`src/rtl/uart_tx_arbiter_if.sv`:
```
// Requester/transmitter bundle for the shared UART TX arbiter.
// The slave modport is the arbiter side.
interface uart_tx_arbiter_if;
  logic [3:0]  req;
  logic [31:0] req_data;
  logic        tx_done;
  logic        tx_valid;
  logic [7:0]  tx_parallel;
  logic [3:0]  grant;
  logic [3:0]  ack;
  logic        timeout_err;
  logic        busy;

  modport master (
    output req,
    output req_data,
    output tx_done,
    input  tx_valid,
    input  tx_parallel,
    input  grant,
    input  ack,
    input  timeout_err,
    input  busy
  );

  modport slave (
    input  req,
    input  req_data,
    input  tx_done,
    output tx_valid,
    output tx_parallel,
    output grant,
    output ack,
    output timeout_err,
    output busy
  );
endinterface

```
`src/rtl/uart_tx_arbiter.sv`:
```
// Round-robin arbiter sharing one UART transmitter among four
// requesters, with per-frame completion timeout.
module uart_tx_arbiter #(
  parameter int unsigned TIMEOUT = 2048
) (
  input logic           CLOCK,
  input logic           RESET_N,
  uart_tx_arbiter_if.slave bus
);

  typedef enum logic [1:0] {
    IDLE,
    LOAD,
    WAIT_DONE,
    RELEASE
  } state_t;

  localparam logic [15:0] LAST = 16'(TIMEOUT - 1);

  state_t      state;
  state_t      state_nx;
  logic [1:0]  ptr;
  logic [1:0]  win;
  logic [1:0]  win_nx;
  logic [15:0] cnt;
  logic        to_flag;
  logic        done_q;
  logic [7:0]  data_q;
  logic [3:0]  grant_q;
  logic        rise;
  logic        expire;

  assign rise   = bus.tx_done & ~done_q;
  assign expire = (cnt == LAST);

  // Walk downward so the last hit is the nearest set bit above ptr.
  always_comb begin
    win_nx = ptr;
    for (int k = 3; k >= 0; k--) begin
      if (bus.req[ptr + 2'(k)]) win_nx = ptr + 2'(k);
    end
  end

  always_ff @(posedge CLOCK or negedge RESET_N) begin
    if (!RESET_N) state <= IDLE;
    else          state <= state_nx;
  end

  always_comb begin
    state_nx = state;
    unique case (state)
      IDLE:      if (|bus.req) state_nx = LOAD;
      LOAD:      state_nx = WAIT_DONE;
      WAIT_DONE: if (rise || expire) state_nx = RELEASE;
      RELEASE:   state_nx = IDLE;
      default:   state_nx = IDLE;
    endcase
  end

  always_ff @(posedge CLOCK or negedge RESET_N) begin
    if (!RESET_N) begin
      ptr     <= '0;
      win     <= '0;
      cnt     <= '0;
      to_flag <= 1'b0;
      done_q  <= 1'b0;
      data_q  <= '0;
      grant_q <= '0;
    end else begin
      done_q <= bus.tx_done;
      unique case (state)
        IDLE: begin
          if (|bus.req) begin
            win     <= win_nx;
            data_q  <= bus.req_data[8*win_nx +: 8];
            grant_q <= 4'b0001 << win_nx;
            cnt     <= '0;
            to_flag <= 1'b0;
          end
        end
        LOAD: begin
        end
        WAIT_DONE: begin
          cnt <= cnt + 16'd1;
          // A completion edge on the last count beats the timeout.
          if (expire && !rise) to_flag <= 1'b1;
        end
        RELEASE: begin
          grant_q <= '0;
          ptr     <= win + 2'd1;
        end
        default: begin
        end
      endcase
    end
  end

  always_comb begin
    bus.tx_valid    = (state == LOAD);
    bus.tx_parallel = data_q;
    bus.grant       = grant_q;
    bus.ack         = (state == RELEASE) ? grant_q : 4'b0000;
    bus.timeout_err = (state == RELEASE) && to_flag;
    bus.busy        = (state != IDLE);
  end

endmodule

```
`src/flat_wrapper.sv`:
```
// flat-port wrapper written by rule: the top's interface ports become plain ports
module uart_tx_arbiter_flat 
#(
  parameter int unsigned TIMEOUT = 2048
)
  (CLOCK, RESET_N, bus_req, bus_req_data, bus_tx_done, bus_tx_valid, bus_tx_parallel, bus_grant, bus_ack, bus_timeout_err, bus_busy);
  uart_tx_arbiter_if bus_i ();
  input logic CLOCK;
  input logic RESET_N;
  input wire logic [$bits(bus_i.req)-1:0] bus_req;
  input wire logic [$bits(bus_i.req_data)-1:0] bus_req_data;
  input wire logic [$bits(bus_i.tx_done)-1:0] bus_tx_done;
  output wire logic [$bits(bus_i.tx_valid)-1:0] bus_tx_valid;
  output wire logic [$bits(bus_i.tx_parallel)-1:0] bus_tx_parallel;
  output wire logic [$bits(bus_i.grant)-1:0] bus_grant;
  output wire logic [$bits(bus_i.ack)-1:0] bus_ack;
  output wire logic [$bits(bus_i.timeout_err)-1:0] bus_timeout_err;
  output wire logic [$bits(bus_i.busy)-1:0] bus_busy;
  assign bus_i.req = bus_req;
  assign bus_i.req_data = bus_req_data;
  assign bus_i.tx_done = bus_tx_done;
  assign bus_tx_valid = bus_i.tx_valid;
  assign bus_tx_parallel = bus_i.tx_parallel;
  assign bus_grant = bus_i.grant;
  assign bus_ack = bus_i.ack;
  assign bus_timeout_err = bus_i.timeout_err;
  assign bus_busy = bus_i.busy;
  uart_tx_arbiter #(.TIMEOUT(TIMEOUT)) u_core (.CLOCK(CLOCK), .RESET_N(RESET_N), .bus(bus_i));
endmodule
```
`config.mk`:
```
export PLATFORM = sky130hd
export DESIGN_NAME = uart_tx_arbiter_flat
export DESIGN_NICKNAME = d
export VERILOG_FILES = /design/src/rtl/uart_tx_arbiter_if.sv /design/src/rtl/uart_tx_arbiter.sv /design/src/flat_wrapper.sv
export SDC_FILE = /design/constraint.sdc
export NUM_CORES = 1
export LEC_CHECK = 0
export ABC_CLOCK_PERIOD_IN_PS = 4370
export BUFFER_PORTS_ARGS = -buffer_cell sky130_fd_sc_hd__buf_2
export CAP_MARGIN = 30
export CORE_UTILIZATION = 50
export CTS_CLUSTER_DIAMETER = 200
export DETAILED_ROUTE_END_ITERATION = 8
export PLACE_DENSITY = 0.75
export SLEW_MARGIN = 0
export SYNTH_ARGS = -nofsm -noshare
export SYNTH_HDL_FRONTEND = slang
export SYNTH_SLANG_ARGS = --single-unit
```
`constraint.sdc`:
```
create_clock -name CLOCK -period 4.37 [get_ports CLOCK]
set_input_delay 0.437 -clock CLOCK [delete_from_list [all_inputs] [get_ports CLOCK]]
set_output_delay 0.437 -clock CLOCK [all_outputs]
set_load 0.02 [all_outputs]
```
### Word-level counts from Yosys, hierarchy flattened

Index checks and enable logic that the tools add are counted.

| operators by class | value |
|---|---|
| mux-type cells | 23 |
| add/subtract/negate cells | 5 |
| eq/ne operators | 7 |
| bitwise logic cells | 2 |
| $lt $le $gt $ge | 4 |
| reduce and logical (&&, ||, !) cells | 14 |
| shift operators | 2 |

Operators with widths:

| operator | count |
|---|---|
| case mux 16 bit (2 select lines) | 1 |
| variable part select 32 x 6 -> 8 bit | 1 |
| adder 16 x 1 -> 16 bit (second input constant) | 1 |
| == test 16 x 11 -> 1 bit (second input constant) | 1 |
| two-way mux 16 bit | 1 |
| less-than comparator 2 x 3 -> 1 bit (second input constant) | 4 |
| two-way mux 2 bit | 6 |
| binary-select mux 1 bit (select 2 bit) | 4 |
| two-way mux 4 bit | 2 |
| case mux 2 bit (4 select lines) | 1 |
| case mux 4 bit (2 select lines) | 1 |
| AND reduction 2 bit | 4 |
| two-way mux 1 bit | 6 |
| inequality test 2 x 1 -> 1 bit (second input constant) | 3 |
| nonzero test 2 bit | 3 |
| adder 2 x 1 -> 2 bit (second input constant) | 2 |
| adder 2 bit (second input constant) | 2 |
| == test 2 bit (second input constant) | 2 |
| OR reduction 4 bit | 1 |
| left shift 1 x 2 -> 4 bit (first input constant) | 1 |
| AND reduction 3 bit | 1 |
| == test 2 x 1 -> 1 bit (second input constant) | 1 |
| logical AND 1 bit | 2 |
| logical NOT 2 bit | 1 |
| 5 further kinds | 5 |

| word-level totals | value |
|---|---|
| output and inout port bits | 19 |
| logic and storage cells | 65 |
| bits of input ports | 39 |
| flip-flop bits (word level) | 36 |

### Longest topological paths before layout

Gate-level depths: netlist (run 1).

| depth | value |
|---|---|
| word-level depth | 10 |
| depth in mapped cells | 8 |
| gate-level depth less buffers | 7 |

### Worst setup path before layout (run 1)

Ideal clock, no wire load.

| path | value |
|---|---|
| path type | register -> register |
| from | register u_core.state[0] |
| to | register u_core.cnt[15] |
| required time | 4,292 ps |
| library setup time | 78 ps |
| arrival | 1,746 ps |
| slack | 2,547 ps |
| clock period less this slack | 1,823 ps |
| cell stages (with the launch flop) | 9 |
| path through | dfrtp_1 -> inv_1 -> ha_1 -> buf_2 -> nor2_1 -> a211oi_4 -> nand2_1 -> or3_1 -> a21oi_1 |

| on the way | value |
|---|---|
| cells in the longest elaborated chain, start to end | 3 |
| elaborated cells on any way between the ends | 6 |
| those cells by class | eq/ne (2); mux (1); reduce/logical (3) |

Ends and longest elaborated chain:

| item | RTL line | RTL |
|---|---|---|
| from (decl) | uart_tx_arbiter.sv:20 | `state_t state;` |
| from (signal assigned) | uart_tx_arbiter.sv:46 | `else state <= state_nx;` |
| == test 2 bit or logical NOT 2 bit (tied branches) | uart_tx_arbiter.sv:71 | `unique case (state)` |
| nonzero test 2 bit (no source line) or inequality test 2 x 1 -> 1 bit (tied branches) | n/a |  |
| AND reduction 2 bit (no source line) | n/a |  |
| to (signal assigned) | uart_tx_arbiter.sv:84 | `cnt <= cnt + 16'd1;` |
| to (decl) | uart_tx_arbiter.sv:25 | `logic [15:0] cnt;` |

Parallel ways exist; a longest one is shown, timed or not.
A chain may end at the register's enable or synchronous reset.

### Worst setup path after layout (run 1)

| path | value |
|---|---|
| from | register u_core.state[0] |
| to | register u_core.cnt[11] |

Same word-level chain as after synthesis.

==> impl_metrics.yaml, run 1 <==
outcome:
  status: "completed"
sta:
  finalHoldViolCount: 0
  finalSetupViolCount: 0
  clock.fmax_mhz: 438
  rsz0062_at_grt: "no"
  fin_worst_skew_ns: 0.00734
  worst_pin_slew_ns: 0.959
  drv_slew: 0
  fin_crit_sh_pct: 52.3
  setup_tns_ns: 0
  fin_crit_ns: 2.28
  holdWs_ns: 0.217
  maxSlewHeadroom_pct: 35.8
yosys:
  synth_compound_area_share_pct: 13.5
  synthFlopType: "dfrtp_1"
  synth_enable_flop_cells: 0
  async_reset_ff_share_pct: 100
  synthMuxAreaShare_pct: 8.73
  synth-seq-area-share_pct: 44.9
  synth_seq_cells: 36
  synth_fa_ha_area_share_pct: 3.74
  synth.distinct_cells: 43
  syn_avg_cell_area_um2: 10.1
  synthSimpleGateAreaFrac_pct: 20.5
  yosysWarningCount: 0
  synth_xor_area_share_pct: 6.11
  syn_area_um2: 2010
  syn_inst: 198
  synth_top_family_by_area: "simple AND/OR/NAND/NOR gates"
  syn_nets: 243
cts:
  root_buffer: "clkbuf_8"
  clockBufferDepth: 2
  clkSinkCount: 36
  cts_buffers: 5
  post_cts_buffers: 0
  path_clk_slew_ns: 0.07
  worstSkewPairLatency_ns: 0.29
  htree_levels: 2
  cts_resized: 0
  cts_tree: "done"
  hold_buffers: 0
worst_setup_path:
  slowest_delay_ns: 0.73
  critPathTopFamily: "simple AND/OR/NAND/NOR gates"
  cp_common_cell: "nor2_1"
  startpoint: "u_core.state[0]"
  cp.required_ns: 4.50
  cp-start-kind: "flop"
  worstPathCellList: "inv_1 > ha_1 > or2b_4 > nor2_1 > nor2_1"
  endpoint_kind: "flop"
  path_buf_inv: 1
  crit_fanout: 15
  worst-setup-path-type: "flop to flop"
  critPathSlowestCell: "nor2_1"
  arrival_ns: 2.42
  r2r_start: "u_core.state[0]"
layout:
  mostFrequentLayoutCell: "buf_2"
  antenna_cells: 0
  instances_no_fill: 306
  syn2layout_area_growth_pct: 23.5
  finalNetCount: 302
  drive_above_1_share_pct: 29.8
  layout_common_cells: "buf_2, dfrtp_1, nor2_1, nand2_1, mux2i_1"
  fillCellCount: 309
placement:
  gp_congestion: 0.790
  place_inst: 298
  port_buffers: 57
  hpwl_um: 2900
grt:
  grt_pass1_wl_um: 6760
  globalRouteOverflowTotal: 0
  grt_pass1_vias: 1506
  grt_usage_pct: 21.1
  grt_max_degree: 37
  antenna_found_initial: 0
detailed_routing:
  wl_per_cell_um: 13.6
  ant_nets: 0
  routed_wl_um: 4160
  drcViolationCount: 0
  drtIter0Drc: 61
  vias_per_cell: 5.41
  dr.pass1.iters: 4
  vias: 1654
hold_path:
  hold_path.class: "input port to async pin"
floorplanning:
  die_h_um: 65.4
  initial_core_util_pct: 53.6
  dieArea_um2: 4270
  io_pins: 58
  fp.dieW_um: 65.4
  num_rows: 22
  coreArea_um2: 3740
power:
  leakagePower_nw: 1.21
  ir_drop_v: 0.000501
  powerDensity_nw_per_um2: 625
run:
  cap_viol_max_count: 0
cells in the mapped netlist (2+ instances only):
library cell | count | area share, %
dfrtp_1 | 36 | 45
nor2_1 | 31 | 5.8
nand2_1 | 18 | 3.4
mux2i_1 | 16 | 8.0
xor2_1 | 11 | 4.8
a221oi_1 | 8 | 3.5
o21ai_0 | 8 | 2.0
and2_1 | 6 | 1.9
ha_1 | 6 | 3.7
nand3_1 | 5 | 1.2
a21oi_1 | 4 | 1.0
and3_1 | 4 | 1.2
a32o_1 | 3 | 1.5
inv_1 | 3 | 0.56
nor2b_1 | 3 | 0.94
xnor2_1 | 3 | 1.3
buf_2 | 2 | 0.50
buf_4 | 2 | 0.75
nand2b_1 | 2 | 0.62
nand4_1 | 2 | 0.62
nor2_2 | 2 | 0.62
nor3_1 | 2 | 0.50
per-stage QoR:
stage	power [mW]	area, um2	util [%]	setup WS [ns]
after CTS	1.56	2480	66.2	2.06
final	1.55	2480	66.2	2.09
after global placement	1.13	2320	62.0	2.16
after floorplan	0.976	2010	-	2.55
after detailed placement	1.15	2320	62.0	2.07
after global routing	1.65	2480	66.2	1.87
layout make-up:
class / instances / area (um2) / area share (%)
flip-flops and latches: 36 / 901 / 36.3
repair buffers: 58 / 293 / 11.8
clock inverters: 3 / 90.1 / 3.63
multi-input cells: 153 / 1050 / 42.6
clock buffers: 5 / 68.8 / 2.78
well taps: 48 / 60.1 / 2.42
inverters: 3 / 11.3 / 0.454
final timing paths:
kind,slack [ns],end,cells past startpoint
setup reg to reg,2.09,u_core.cnt[11],5
hold / removal,0.22,u_core.state[0],1
max in group asynchronous,3.66,u_core.bus.tx_parallel[2],1
hold reg to reg,0.51,u_core.ptr[0],1
setup / recovery,2.09,u_core.cnt[11],5
min in group CLOCK,0.27,u_core.done_q,1
report_power, final:
part           internal, mW  total (mW)  switching, mW
sequential            0.428       0.496         0.0680
combinational         0.250       0.643          0.393
clock                 0.285       0.410          0.124
total                 0.963        1.55          0.585
worst reg2reg max path: stages (launching register included):
cell,delay (ns)
dfrtp_1,0.40
inv_1,0.13
ha_1,0.38
or2b_4,0.35
nor2_1,0.73
nor2_1,0.13
registers in the layout, summed over array words and instances (netlist names):
name,cells
u_core.ptr,2
u_core.cnt,16
u_core.done_q,1
u_core.win,2
u_core.to_flag,1
u_core.bus.grant,4
u_core.bus.tx_parallel,8
u_core.state,2
layer usage:
layer  GRT usage [%]  up-vias  wire length, um
li1                -      815                -
met1            25.7      786             1880
met2            35.1       47             2040
met3            4.34        6              196
met4            10.9        0               34
met5               0        -                0
cell families after synthesis:
| logic type | after synthesis |
|---|---|
| xor+xnor | 14 |
| fa+ha+maj | 6 |
| compound gates | 34 |
| buf+inv | 9 |
| mux | 17 |
| flops | 36 |
| simple gates | 82 |
Power figures use the tool's default switching activity.
==> run 2: changes to the inputs <==
- ABC_CLOCK_PERIOD_IN_PS: 4370 -> 2100
- CORE_UTILIZATION: 50 -> 47
- PLACE_DENSITY: 0.75 -> 0.74
- clock period: 4.37 -> 2.1 ns (I/O delays scaled with it)
==> impl_metrics.yaml, run 2 (same netlist as run 1, synthesis figures left out) <==
floorplanning:
  coreArea_um2: 4060
  io_pins: 58
  fp.dieW_um: 67.3
  dieArea_um2: 4540
  num_rows: 23
  initial_core_util_pct: 49.5
  die_h_um: 67.3
power:
  ir_drop_v: 0.000473
  leakagePower_nw: 1.21
  powerDensity_nw_per_um2: 1230
grt:
  grt_usage_pct: 19.7
  grt_pass1_wl_um: 6640
  grt_max_degree: 37
  antenna_found_initial: 0
  globalRouteOverflowTotal: 0
  grt_pass1_vias: 1499
layout:
  largest_reg_flops: 16
  layout_common_cells: "buf_2, dfrtp_1, nor2_1, nand2_1, mux2i_1"
  syn2layout_area_growth_pct: 23.4
  finalNetCount: 306
  fillCellCount: 329
  antenna_cells: 0
  drive_above_1_share_pct: 30.9
  largest_register: "u_core.cnt"
  multi_input_area_um2: 1050
  mostFrequentLayoutCell: "buf_2"
  ff_latch_area_um2: 901
  instances_no_fill: 312
sta:
  fin_crit_sh_pct: 87.5
  holdWs_ns: -0.0157
  fin_worst_skew_ns: 0.00347
  rsz0062_at_grt: "no"
  finalSetupViolCount: 0
  worst_pin_slew_ns: 0.765
  drv_slew: 0
  maxSlewHeadroom_pct: 49.0
  clock.fmax_mhz: 544
  setup_ws_ns: 0.262
  fin_crit_ns: 1.84
  setup_tns_ns: 0
  finalHoldViolCount: 15
worst_setup_path:
  worst-setup-path-type: "flop to flop"
  r2r_start: "u_core.state[0]"
  reg2reg_to: "u_core.cnt[10]"
  endpoint: "u_core.cnt[10]"
  cp.required_ns: 2.28
  arrival_ns: 2.02
  endpoint_kind: "flop"
  startpoint: "u_core.state[0]"
  crit_fanout: 7
  r2r_cells: 7
  cp-start-kind: "flop"
  reg2reg_slack_ns: 0.26
placement:
  dp_slack_ns: 0.138
  port_buffers: 57
  gp_congestion: 0.773
  place_inst: 303
  hpwl_um: 2990
detailed_routing:
  vias: 1661
  dr.pass1.iters: 4
  wl_per_cell_um: 13.1
  routed_wl_um: 4090
  drtIter0Drc: 66
  ant_nets: 0
  drcViolationCount: 0
  vias_per_cell: 5.32
run:
  cap_viol_max_count: 0
cts:
  root_buffer: "clkbuf_8"
  post_cts_buffers: 0
  cts_tree: "done"
  path_clk_slew_ns: 0.07
  clkSinkCount: 36
  htree_levels: 2
  cts_resized: 0
  clockBufferDepth: 2
  cts_buffers: 5
  worstSkewPairLatency_ns: 0.29
  hold_buffers: 0
outcome:
  failed_checks: "hold timing"
  status: "complete, but fails checks"
hold_path:
  hold_path.class: "input port to async pin"
## run 2: cell count changes in the layout (fill, tap and decap cells not counted), sizes merged
cell | before | now
clkinvlp | 0 | 1
clkinv | 0 | 1
bufinv | 3 | 1
buf | 58 | 62
## run 2: how the worst min path moves through the flow
stage          cells after the start  slack, ns        start                   endpoint
2_1_floorplan                      0      -0.09      RESET_N        u_core.bus.grant[0]
3_3_place_gp                       1       0.33      RESET_N              u_core.cnt[4]
3_5_place_dp                       1       0.34      RESET_N              u_core.cnt[6]
4_1_cts                            1       0.03      RESET_N  u_core.bus.tx_parallel[5]
5_1_grt                            1       0.04  bus_tx_done              u_core.done_q
6_report                           1      -0.02      RESET_N              u_core.cnt[6]
## run 2: per-layer routing
layer | wire length (um) | part of all wire [%] | vias to the layer above | GRT usage [%]
li1 | - | - | 824 | -
met1 | 1870 | 46 | 782 | 25.8
met5 | 0 | 0 | - | 0
met3 | 206 | 5.0 | 6 | 4.39
met2 | 1960 | 48 | 49 | 31.8
met4 | 52 | 1.3 | 0 | 7.71
## run 2: cell type report
class / count / area share, %
clock buffer: 5 / 2.78
inverter: 3 / 0.455
sequential: 36 / 36.4
clock inverter: 3 / 1.72
multi-input combinational: 153 / 42.6
tap: 50 / 2.53
timing repair buffer: 62 / 13.5
## run 2: metrics by stage
stage / instance area, um2 / utilization, % / power [mW]
6_report: 2480 / 61.0 / 3.04
5_1_grt: 2480 / 61.0 / 3.26
2_1_floorplan: 2010 / - / 2.03
3_3_place_gp: 2360 / 58.1 / 2.42
3_5_place_dp: 2360 / 58.1 / 2.46
4_1_cts: 2470 / 60.8 / 3.06
## run 2: critical path, stage by stage, from the launching register on
cell and delay, ns:
dfrtp_1 0.40, inv_1 0.12, ha_1 0.28, nor2_1 0.14
a211oi_2 0.40, nand3_1 0.15, xor2_1 0.17, nor2_1 0.06
## run 2: where the power goes
| group | switching (mW) | leakage, nW | internal (mW) |
|---|---|---|---|
| Clock | 0.253 | 0.0541 | 0.351 |
| Combinational | 0.826 | 0.705 | 0.576 |
| Sequential | 0.140 | 0.454 | 0.890 |
==> run 3: changes to the inputs <==
- CORE_ASPECT_RATIO: unset -> 1.75
- SKIP_CTS_REPAIR_TIMING: unset -> 1
==> impl_metrics.yaml, run 3 (same netlist as run 1, synthesis figures left out) <==
outcome:
  status: "completed"
placement:
  hpwl_um: 3190
  gp_congestion: 0.804
  placed_cell_area_um2: 2380
  port_buffers: 57
  dp_slack_ns: 0.175
worst_setup_path:
  reg2reg_slack_ns: 0.19
  arrival_ns: 2.13
  endpoint_kind: "flop"
  r2r_cells: 7
  cp.required_ns: 2.32
  critPathTopFamily: "simple AND/OR/NAND/NOR gates"
  r2r_start: "u_core.state[0]"
  crit_fanout: 8
  path_buf_inv: 1
  worst-setup-path-type: "flop to flop"
  worstPathCellList: "inv_1 > ha_2 > nor2_1 > a211oi_4 > nand2_1 > or3_1 > a21oi_1"
  cp-start-kind: "flop"
  critPathSlowestCell: "dfrtp_1"
  slowest_delay_ns: 0.40
  reg2reg_to: "u_core.cnt[15]"
floorplanning:
  coreArea_um2: 4110
  fp.dieW_um: 51.4
  num_rows: 31
  dieArea_um2: 4550
  initial_core_util_pct: 48.8
  io_pins: 58
  die_h_um: 88.4
layout:
  ff_latch_area_um2: 901
  fillCellCount: 408
  antenna_cells: 0
  multi_input_area_um2: 1060
  mostFrequentLayoutCell: "buf_2"
  drive_above_1_share_pct: 31.8
  syn2layout_area_growth_pct: 24.2
  finalNetCount: 308
  largest_register: "u_core.cnt"
  fin_area_um2: 2490
  layout_common_cells: "buf_2, dfrtp_1, nor2_1, nand2_1, mux2i_1"
  largest_reg_flops: 16
cts:
  htree_levels: 2
  clkSinkCount: 36
  cts_tree: "done"
  clockBufferDepth: 2
  worstSkewPairLatency_ns: 0.30
  path_clk_slew_ns: 0.08
  root_buffer: "clkbuf_8"
  cts_buffers: 5
power:
  ir_drop_v: 0.000658
  leakagePower_nw: 1.22
  powerDensity_nw_per_um2: 1230
  power_mw: 3.06
detailed_routing:
  vias_per_cell: 5.42
  ant_nets: 0
  vias: 1698
  drtIter0Drc: 14
  routed_wl_um: 4380
  dr.pass1.iters: 4
  wl_per_cell_um: 14.0
  drcViolationCount: 0
sta:
  clock.fmax_mhz: 525
  rsz0062_at_grt: "no"
  fin_crit_ns: 1.91
  fin_worst_skew_ns: 0.0156
  finalSetupViolCount: 0
  drv_slew: 0
  setup_tns_ns: 0
  maxSlewHeadroom_pct: 45.2
  setup_ws_ns: 0.194
  finalHoldViolCount: 0
  fin_crit_sh_pct: 90.8
  worst_pin_slew_ns: 0.822
grt:
  globalRouteOverflowTotal: 0
  grt_pass1_wl_um: 7060
  grt_pass1_vias: 1629
  grt_max_degree: 37
  grt_usage_pct: 21.0
  antenna_found_initial: 0
hold_path:
  hold_path.class: "input port to async pin"
run:
  cap_viol_max_count: 0
run 3: routing by layer:
metal	wire [um]	track usage (%)
met1	1690	22.2
met2	2440	37.9
met4	79	9.34
met3	176	5.84
met5	0	0
run 3: report_power, final:
part | internal, mW | switching, mW | total (mW)
clock network | 0.351 | 0.252 | 0.603
logic | 0.592 | 0.831 | 1.42
registers | 0.890 | 0.143 | 1.03
total | 1.83 | 1.23 | 3.06
run 3: layout make-up:
class / instances / area share (%)
Tap cell: 49 / 2.46
Sequential cell: 36 / 36.1
Multi-Input combinational cell: 153 / 42.4
Clock inverter: 3 / 1.71
Timing Repair Buffer: 64 / 14.1
Clock buffer: 5 / 2.76
Inverter: 3 / 0.452
run 3: how the worst max path moves through the flow:
stage,start,to,slack [ns],cells past startpoint
floorplan,u_core.state[0],u_core.cnt[15],0.28,8
global placement,u_core.state[0],u_core.cnt[15],0.24,7
detailed placement,u_core.state[0],u_core.cnt[15],0.17,7
CTS,u_core.state[0],u_core.cnt[15],0.10,7
global route,u_core.state[0],u_core.cnt[15],0.04,7
finish,u_core.state[0],u_core.cnt[15],0.19,7
run 3: per-stage QoR:
step                util (%)  instances  hold WS (ns)
global placement        57.9        305         0.335
global route            60.6        313        0.0340
CTS                     60.6        313        0.0157
detailed placement      57.9        305         0.340
floorplan                  -        198       -0.0856
finish                  60.6        313       0.00164
